## src/rtl/tile_text_renderer_pkg.sv

```systemverilog
// Shared geometry, latency and tile-word layout for the character-cell text renderer.
// Also holds the fetch-phase encodings used by the pipelined tile/glyph fetch.
package tile_text_renderer_pkg;

    localparam int unsigned CELL_W   = 8;
    localparam int unsigned COLS     = 32;
    localparam int unsigned ROWS     = 30;
    localparam int unsigned H_ACTIVE = 256;
    localparam int unsigned V_ACTIVE = 240;
    localparam int unsigned LAT      = 9;

    // Tile word field positions.
    localparam int unsigned CHAR_LSB = 0;
    localparam int unsigned FG_LSB   = 8;
    localparam int unsigned BG_LSB   = 12;

    // hpos[2:0] values at which each fetch step fires.
    localparam logic [2:0] PH_ADDR  = 3'd0;
    localparam logic [2:0] PH_ATTR  = 3'd2;
    localparam logic [2:0] PH_STAGE = 3'd4;
    localparam logic [2:0] PH_LOAD  = 3'd7;

    typedef struct packed {
        logic [3:0] bg;
        logic [3:0] fg;
        logic [7:0] chr;
    } tile_word_t;

    typedef struct packed {
        logic [7:0] glyph;
        logic [3:0] fg;
        logic [3:0] bg;
    } cell_t;

    function automatic logic fetch_active(logic [8:0] h, logic [8:0] v);
        return (h < 9'(H_ACTIVE)) && (v < 9'(V_ACTIVE));
    endfunction

endpackage

```

## src/rtl/tile_text_renderer_if.sv

```systemverilog
// Video timing, tile RAM / font ROM and pixel output bundle of the text renderer.
// master = renderer side, slave = sync generator, memories and video sink.
interface tile_text_renderer_if;

    logic [8:0]  hpos;
    logic [8:0]  vpos;
    logic        display_on;
    logic        hsync_in;
    logic        vsync_in;
    logic        ram_en;
    logic [9:0]  ram_addr;
    logic [15:0] ram_data;
    logic [10:0] rom_addr;
    logic [7:0]  rom_data;
    logic [3:0]  rgb;
    logic        hsync_out;
    logic        vsync_out;
    logic        display_out;

    modport master (
        input  hpos, vpos, display_on, hsync_in, vsync_in, ram_data, rom_data,
        output ram_en, ram_addr, rom_addr, rgb, hsync_out, vsync_out, display_out
    );

    modport slave (
        output hpos, vpos, display_on, hsync_in, vsync_in, ram_data, rom_data,
        input  ram_en, ram_addr, rom_addr, rgb, hsync_out, vsync_out, display_out
    );

endinterface

```

## src/rtl/tile_text_renderer_sync_delay_line.sv

```systemverilog
// Fixed-depth shift-register delay line with a per-bit reset pattern.
// tap_o exposes one lane one stage early, i.e. the value the output takes next clock.
module tile_text_renderer_sync_delay_line #(
    parameter int unsigned     Depth    = 9,
    parameter int unsigned     Width    = 3,
    parameter logic [Width-1:0] ResetVal = '0,
    parameter int unsigned     TapBit   = 0
) (
    input  logic             clk,
    input  logic             reset_n,
    input  logic [Width-1:0] data_i,
    output logic [Width-1:0] data_o,
    output logic             tap_o
);

    logic [Depth-1:0][Width-1:0] stage_q, stage_d;

    always_comb begin
        stage_d = {stage_q[Depth-2:0], data_i};
    end

    always_ff @(posedge clk or negedge reset_n) begin
        if (!reset_n) begin
            stage_q <= {Depth{ResetVal}};
        end else begin
            stage_q <= stage_d;
        end
    end

    assign data_o = stage_q[Depth-1];
    assign tap_o  = stage_q[Depth-2][TapBit];

endmodule

```

## src/rtl/tile_text_renderer.sv

```systemverilog
// Character-cell renderer: per 8-pixel cell fetches a tile word then a glyph row,
// stages them and shifts out 4-bit colour indices with syncs re-timed to match.
module tile_text_renderer
    import tile_text_renderer_pkg::*;
(
    input logic                  clk,
    input logic                  reset_n,
    tile_text_renderer_if.master bus
);

    logic [2:0] phase;
    logic       fetch_en;
    tile_word_t tile;

    assign phase    = bus.hpos[2:0];
    assign fetch_en = (phase == PH_ADDR) && fetch_active(bus.hpos, bus.vpos);
    assign tile     = tile_word_t'(bus.ram_data);

    logic        ram_en_q, ram_en_d;
    logic [9:0]  ram_addr_q, ram_addr_d;
    logic [10:0] rom_addr_q, rom_addr_d;
    logic [3:0]  attr_fg_q, attr_fg_d;
    logic [3:0]  attr_bg_q, attr_bg_d;
    cell_t       staging_q, staging_d;
    logic [7:0]  shift_q, shift_d;
    logic [3:0]  fg_q, fg_d;
    logic [3:0]  bg_q, bg_d;
    logic [3:0]  rgb_q, rgb_d;

    logic [2:0]  sync_out;
    logic        disp_next;

    always_comb begin
        ram_en_d   = fetch_en;
        ram_addr_d = fetch_en ? {bus.vpos[7:3], bus.hpos[7:3]} : ram_addr_q;

        rom_addr_d = rom_addr_q;
        attr_fg_d  = attr_fg_q;
        attr_bg_d  = attr_bg_q;
        if (phase == PH_ATTR) begin
            rom_addr_d = {tile.chr, bus.vpos[2:0]};
            attr_fg_d  = tile.fg;
            attr_bg_d  = tile.bg;
        end

        staging_d = staging_q;
        if (phase == PH_STAGE) begin
            staging_d = '{glyph: bus.rom_data, fg: attr_fg_q, bg: attr_bg_q};
        end

        shift_d = {shift_q[6:0], 1'b0};
        fg_d    = fg_q;
        bg_d    = bg_q;
        if (phase == PH_LOAD) begin
            shift_d = staging_q.glyph;
            fg_d    = staging_q.fg;
            bg_d    = staging_q.bg;
        end

        // Gate with the display bit that lands on display_out alongside this pixel.
        rgb_d = disp_next ? (shift_q[7] ? fg_q : bg_q) : 4'h0;
    end

    always_ff @(posedge clk or negedge reset_n) begin
        if (!reset_n) begin
            ram_en_q   <= 1'b0;
            ram_addr_q <= '0;
            rom_addr_q <= '0;
            attr_fg_q  <= '0;
            attr_bg_q  <= '0;
            staging_q  <= '0;
            shift_q    <= '0;
            fg_q       <= '0;
            bg_q       <= '0;
            rgb_q      <= '0;
        end else begin
            ram_en_q   <= ram_en_d;
            ram_addr_q <= ram_addr_d;
            rom_addr_q <= rom_addr_d;
            attr_fg_q  <= attr_fg_d;
            attr_bg_q  <= attr_bg_d;
            staging_q  <= staging_d;
            shift_q    <= shift_d;
            fg_q       <= fg_d;
            bg_q       <= bg_d;
            rgb_q      <= rgb_d;
        end
    end

    tile_text_renderer_sync_delay_line #(
        .Depth    (LAT),
        .Width    (3),
        .ResetVal (3'b110),
        .TapBit   (0)
    ) u_sync_delay (
        .clk     (clk),
        .reset_n (reset_n),
        .data_i  ({bus.hsync_in, bus.vsync_in, bus.display_on}),
        .data_o  (sync_out),
        .tap_o   (disp_next)
    );

    assign bus.ram_en      = ram_en_q;
    assign bus.ram_addr    = ram_addr_q;
    assign bus.rom_addr    = rom_addr_q;
    assign bus.rgb         = rgb_q;
    assign bus.hsync_out   = sync_out[2];
    assign bus.vsync_out   = sync_out[1];
    assign bus.display_out = sync_out[0];

endmodule

```

## src/flat_wrapper.sv

```systemverilog
// flat-port wrapper written by rule: the top's interface ports become plain ports
module tile_text_renderer_flat import tile_text_renderer_pkg::*;
  (clk, reset_n, bus_hpos, bus_vpos, bus_display_on, bus_hsync_in, bus_vsync_in, bus_ram_data, bus_rom_data, bus_ram_en, bus_ram_addr, bus_rom_addr, bus_rgb, bus_hsync_out, bus_vsync_out, bus_display_out);
  tile_text_renderer_if bus_i ();
  input logic clk;
  input logic reset_n;
  input wire logic [$bits(bus_i.hpos)-1:0] bus_hpos;
  input wire logic [$bits(bus_i.vpos)-1:0] bus_vpos;
  input wire logic [$bits(bus_i.display_on)-1:0] bus_display_on;
  input wire logic [$bits(bus_i.hsync_in)-1:0] bus_hsync_in;
  input wire logic [$bits(bus_i.vsync_in)-1:0] bus_vsync_in;
  input wire logic [$bits(bus_i.ram_data)-1:0] bus_ram_data;
  input wire logic [$bits(bus_i.rom_data)-1:0] bus_rom_data;
  output wire logic [$bits(bus_i.ram_en)-1:0] bus_ram_en;
  output wire logic [$bits(bus_i.ram_addr)-1:0] bus_ram_addr;
  output wire logic [$bits(bus_i.rom_addr)-1:0] bus_rom_addr;
  output wire logic [$bits(bus_i.rgb)-1:0] bus_rgb;
  output wire logic [$bits(bus_i.hsync_out)-1:0] bus_hsync_out;
  output wire logic [$bits(bus_i.vsync_out)-1:0] bus_vsync_out;
  output wire logic [$bits(bus_i.display_out)-1:0] bus_display_out;
  assign bus_i.hpos = bus_hpos;
  assign bus_i.vpos = bus_vpos;
  assign bus_i.display_on = bus_display_on;
  assign bus_i.hsync_in = bus_hsync_in;
  assign bus_i.vsync_in = bus_vsync_in;
  assign bus_i.ram_data = bus_ram_data;
  assign bus_i.rom_data = bus_rom_data;
  assign bus_ram_en = bus_i.ram_en;
  assign bus_ram_addr = bus_i.ram_addr;
  assign bus_rom_addr = bus_i.rom_addr;
  assign bus_rgb = bus_i.rgb;
  assign bus_hsync_out = bus_i.hsync_out;
  assign bus_vsync_out = bus_i.vsync_out;
  assign bus_display_out = bus_i.display_out;
  tile_text_renderer u_core (.clk(clk), .reset_n(reset_n), .bus(bus_i));
endmodule
```

## config.mk

```make
export PLATFORM = sky130hd
export DESIGN_NAME = tile_text_renderer_flat
export DESIGN_NICKNAME = d
export VERILOG_FILES = /design/src/rtl/tile_text_renderer_pkg.sv /design/src/rtl/tile_text_renderer_if.sv /design/src/rtl/tile_text_renderer_sync_delay_line.sv /design/src/rtl/tile_text_renderer.sv /design/src/flat_wrapper.sv
export SDC_FILE = /design/constraint.sdc
export NUM_CORES = 1
export LEC_CHECK = 0
export CORE_MARGIN = 5
export CORE_UTILIZATION = 35
export CTS_CLUSTER_DIAMETER = 120
export DETAILED_ROUTE_END_ITERATION = 6
export MAX_ROUTING_LAYER = met4
export PLACE_DENSITY = 0.63
export SLEW_MARGIN = 20
export SYNTH_ARGS = -nofsm -noshare
export SYNTH_HDL_FRONTEND = slang
export SYNTH_SLANG_ARGS = --single-unit
```

## constraint.sdc

```tcl
create_clock -name clk -period 1.7 [get_ports clk]
set_input_delay 0.34 -clock clk [delete_from_list [all_inputs] [get_ports clk]]
set_output_delay 0.34 -clock clk [all_outputs]
set_load 0.02 [all_outputs]
```

### After elaboration in Yosys (flattened, before gate mapping)

Index checks and enable logic that the tools add are counted.

| word-level totals | value |
|---|---|
| flip-flop bits (word level) | 93 |

| operators by class | value |
|---|---|
| $lt $le $gt $ge | 2 |
| equality and inequality tests | 3 |
| mux-type cells | 3 |
| reductions and logical operators | 3 |

Operators by type and width:

| cell | number |
|---|---|
| 9-bit by 8-bit less-than comparator with 1-bit output (second input constant) | 1 |
| 9-bit less-than comparator (second input constant) | 1 |
| 4-bit two-way mux | 2 |
| 8-bit two-way mux | 1 |
| 3-bit equality test (second input constant) | 2 |
| 3-bit by 2-bit equality test with 1-bit output (second input constant) | 1 |
| 3-bit zero test | 1 |
| 1-bit logical AND | 2 |

### Longest topological paths before layout

| logic depth | value |
|---|---|
| word-level depth | 3 |
| gate-level depth with buffers | 5 |

### Cells and area by module

From an unflattened synthesis, not the netlist that was laid out.

| unflattened totals | value |
|---|---|
| cell total of the unflattened synthesis | 177 |
| area, all modules | 3,254.4 um2 |

Modules (own cells, without submodules):

| module | instances | cells an instance | area an instance (um2) | sequential area each (um2) |
|---|---|---|---|---|
| tile_text_renderer | 1 | 150 | 2,556.2 | 1,651.6 |
| tile_text_renderer_sync_delay_line | 1 | 27 | 698.2 | 698.2 |

### Least setup slack after synthesis

Ideal clock, no wire load.

| timing path | value |
|---|---|
| kind | input to register |
| start point | input bus_hpos[2] |
| end point | register u_core.ram_addr_q[1], in the netlist u_core.bus.ram_addr[1] |
| library setup time | 125 ps |
| arrival time | 1,198 ps |
| required time | 1,575 ps |
| setup slack | 377 ps |
| stages on the path | 4 |
| cells stage by stage | nor3_1 -> and3_2 -> buf_6 -> mux2_2 |

| on the way | value |
|---|---|
| longest elaborated chain between the ends | 3 |
| elaborated cells on any way between the ends | 4 |

Ends and longest elaborated chain:

| item | line | text |
|---|---|---|
| from (decl) | flat_wrapper.sv:7 | `input wire logic [$bits(bus_i.hpos)-1:0] bus_hpos;` |
| 9-bit less-than comparator | tile_text_renderer_pkg.sv:36 | `return (h < 9'(H_ACTIVE)) && (v < 9'(V_ACTIVE));` |
| 1-bit logical AND | tile_text_renderer_pkg.sv:36 |  |
| 1-bit logical AND (*) | tile_text_renderer.sv:16 | `assign fetch_en = (phase == PH_ADDR) && fetch_active(bus.hpos, bus.vpos);` |
| via u_core.fetch_en | tile_text_renderer.sv:12 | `logic fetch_en;` |
| to (signal assigned) | tile_text_renderer.sv:78 | `ram_addr_q <= ram_addr_d;` |
| to (decl) | tile_text_renderer.sv:20 | `logic [9:0] ram_addr_q, ram_addr_d;` |

Mark *: on every way through the listed nets, which the timed path passes. The rest lies on a longest branch.
A chain may end at the register's enable or synchronous reset.

### Worst setup path after layout

| timing path | value |
|---|---|
| start point | register u_core.ram_addr_q[9], in the netlist u_core.bus.ram_addr[9] |
| end point | output bus_ram_addr[9] |

RTL lines:

| item | line | text |
|---|---|---|
| to (decl) | flat_wrapper.sv:15 | `output wire logic [$bits(bus_i.ram_addr)-1:0] bus_ram_addr;` |

No word-level cell between the ends.

==> run_results.csv <==
group,metric,value,unit
critical_path,crit_buf_inv,1,
critical_path,crit_arrival,1.30,ns
timing,setup_tns,0,ns
route,wl,5.51,mm
placed_design,place.gp.congestion,0.684,
critical_path,path_delay_family,"buffers and inverters",
flow_run,max_cap_viol_count,0,
timing,setup_viol,0,
route,wl_per_cell,14.3,um
grt,grt_max_degree,35,
critical_path,path_class,"register to primary output",
timing,finClkSkew,0.0115,ns
placed_design,dp_slack,-0.158,ns
clocking,cts-root-buf,"clkbuf_8",
clocking,clock_tree.buffer_depth,2,
placed_design,dp.cells,368,
critical_path,start_kind,"register",
clocking,cts_buffers,9,
floorplanning,coreArea,9150,um2
timing,worst_pin_slew,0.429,ns
cells_and_area,postLayoutCellArea,4440,um2
timing,fin_crit_sh,0.966,
route,via_count,1694,
critical_path,slowest_stage,"clkdlybuf4s50_1",
power_and_ir_drop,ir_drop,0.635,mV
synthesis,async_reset_ff_frac,1.00,
placed_design,dpl_cell_area,4210,um2
run_status,status,"finished clean",
critical_path,cp.required,1.36,ns
timing,slew_violations,0,
critical_path,path_cells,"clkdlybuf4s50_1",
cells_and_area,nets,316,
cells_and_area,fillers,790,
grt,antenna_found_initial,0,
floorplanning,row_count,35,
clocking,cts_setup_buffers,0,
timing,min_period,1.64,ns
critical_path,cp-startpoint,"u_core.bus.ram_addr[9]",
grt,grt_pass1_vias,1943,
timing,rsz0062_at_grt,"false",
critical_path,r2r_start,"u_core.shift_q[7]",
timing,fin_ws,0.0570,ns
clocking,h-tree-depth,3,
synthesis,synth_area,3250,um2
clocking,clkTransAtPathRegs,0.09,ns
cells_and_area,utilization,0.485,
synthesis,postSynthAreaPerCell,18.3,um2
route,drt-initial-drc-count,28,
cells_and_area,antenna_cells,0,
synthesis,synth_cell_types,24,
route,via_per_inst,4.40,
floorplanning,die_area,11300,um2
grt,grt_pass1_wl,9.39,mm
clocking,clk_latency,0.34,ns
critical_path,path_max_fanout,2,
critical_path,cp_slowest_stage_delay,0.61,ns
cells_and_area,fin_cells,385,
critical_path,end_kind,"primary output",
grt,grt.total_usage,0.110,
route,ant_nets,0,
critical_path,r2r_cells,2,
route,drc_errors,0,
floorplanning,ios,76,
critical_path,rr_endpoint,"u_core.bus.rgb[3]",
timing,hold_violations,0,
floorplanning,die_h,106,um
floorplanning,start_util,0.356,
floorplanning,die_w,106,um
synthesis,yosysWarnings,0,
min_path,hp-class,"register to register",
critical_path,r2r_slack,0.85,ns
cells_and_area,drive_gt1_frac,0.380,
synthesis,yosysSeqAreaShare,0.722,
grt,grt_remaining_overflow,0,
timing,fmax,609,MHz
synthesis,syn-num-nets,225,
power_and_ir_drop,power_density,1200,nW/um2
synthesis,yosys_most_used_dff,"dfrtp_1",
synthesis,synth_edf_count,0,
clocking,tritoncts,"done",
timing,relSlewSlack,0.714,
placed_design,io_buffers,75,
power_and_ir_drop,leakagePower,2.02,nW
cells_and_area,areaGrowthSynthToFinish,36.4,%
route,dr.pass1.iters,4,
critical_path,worst-path-stages,1,
clocking,clock-sinks,93,
critical_path,cp-endpoint,"bus_ram_addr[9]",
synthesis,syn_inst,178,
synthesis,synth_seq_cells,93,
placed_design,hpwlAfterDp,3.88,mm
## where the power goes
part,total (mW),leakage (nW),switching [mW],internal [mW]
Clock,1.40,0.0858,0.721,0.683
Sequential,2.83,1.10,0.190,2.64
Combinational,1.08,0.832,0.421,0.660
Total,5.31,2.02,1.33,3.98
## cell type report
cell class	count	area, um2	area share
sequential	93	2350	0.529
timing repair buffer	87	922	0.208
multi-input combinational	77	832	0.187
tap	111	139	0.0313
clock buffer	11	131	0.0296
clock inverter	5	61.3	0.0138
inverter	1	3.75	0.000846
## cells in the mapped netlist (2+ instances only)
master   count  share of area
o22a_1       3         0.0081
mux2_4      10          0.046
mux2_2      46           0.16
buf_6        2         0.0069
dfstp_2     18           0.15
dfrtp_1     75           0.58
mux2i_1      4          0.012
nor2b_1      4         0.0077
## through the flow
stage / hold slack (ns) / power [mW]
final: 0.353 / 5.31
after CTS: 0.356 / 5.44
after global routing: 0.355 / 5.63
after floorplan: 0.0444 / 3.43
after global placement: 0.305 / 3.96
after detailed placement: 0.312 / 4.00
## timing repair
action	4_1_cts	5_1_grt
endpoints found under the setup margin	3	14
resized for setup	3	14
hold buffers	1	0
hold endpoints to repair	12	0
## sequential cells by signal (all words and copies together) (netlist names)
| signal | cells |
|---|---|
| u_core.bus.rgb | 4 |
| u_core.u_sync_delay.stage_d | 23 |
| u_core.bus.rom_addr | 11 |
| u_core.attr_bg_q | 4 |
| u_core.shift_q | 8 |
| u_core.staging_q | 16 |
| u_core.u_sync_delay.tap_o | 1 |
| u_core.bus.ram_en | 1 |
| u_core.bus.ram_addr | 10 |
| u_core.fg_q | 4 |
| u_core.u_sync_delay.data_o | 3 |
| u_core.attr_fg_q | 4 |
| u_core.bg_q | 4 |
## per-layer routing
metal | part of all wire | up-vias | GRT usage
li1 | - | 798 | -
met1 | 0.44 | 845 | 0.132
met2 | 0.49 | 47 | 0.168
met3 | 0.067 | 4 | 0.0528
met4 | 0.0056 | 0 | 0.0247
met5 | 0 | - | -
## cell usage in the layout (no fill, tap or decap)
master | Yosys | routed
buf_12 | 1 | 4
dlygate4sd2_1 | 0 | 3
buf_4 | 1 | 8
clkbuf_1 | 1 | 2
clkbuf_8 | 0 | 9
nor3_1 | 1 | 1
nor2_1 | 1 | 1
mux2_1 | 1 | 1
nand4_1 | 1 | 1
dlymetal6s2s_1 | 0 | 14
dfrtp_1 | 75 | 75
and3_2 | 1 | 1
mux2i_1 | 4 | 4
clkdlybuf4s50_1 | 0 | 57
and2_1 | 1 | 1
inv_1 | 1 | 1
mux2_4 | 10 | 10
dlygate4sd3_1 | 0 | 1
nand2_1 | 1 | 1
mux2_2 | 46 | 46
nor2_2 | 1 | 1
clkinv_4 | 0 | 1
nor3b_2 | 0 | 1
clkinvlp_4 | 0 | 3
nand3_2 | 1 | 1
o22a_1 | 3 | 3
nor2b_1 | 4 | 4
dfstp_2 | 18 | 18
bufinv_16 | 0 | 1
## how the worst min path moves through the flow
stage | from | end | slack, ns | cells after the start
after floorplan | reset_n | u_core.attr_bg_q[0] | 0.04 | 0
after global placement | reset_n | u_core.bus.ram_addr[5] | 0.31 | 1
after detailed placement | reset_n | u_core.bus.ram_addr[5] | 0.31 | 1
after CTS | u_core.u_sync_delay.stage_d[3] | u_core.u_sync_delay.stage_d[6] | 0.36 | 0
after global routing | u_core.u_sync_delay.stage_d[14] | u_core.u_sync_delay.stage_d[17] | 0.36 | 0
final | u_core.u_sync_delay.stage_d[3] | u_core.u_sync_delay.stage_d[6] | 0.35 | 0
## kinds of logic after synthesis
kind of cell | after synthesis | share of synthesized area
AND/OR/NAND/NOR | 13 | 0.0250
buffers and inverters | 8 | 0.0238
flip-flops | 93 | 0.722
multiplexers | 61 | 0.221
AO/OA/AOI/OAI | 3 | 0.00808
No activity file was read; power rests on OpenSTA's default activity.
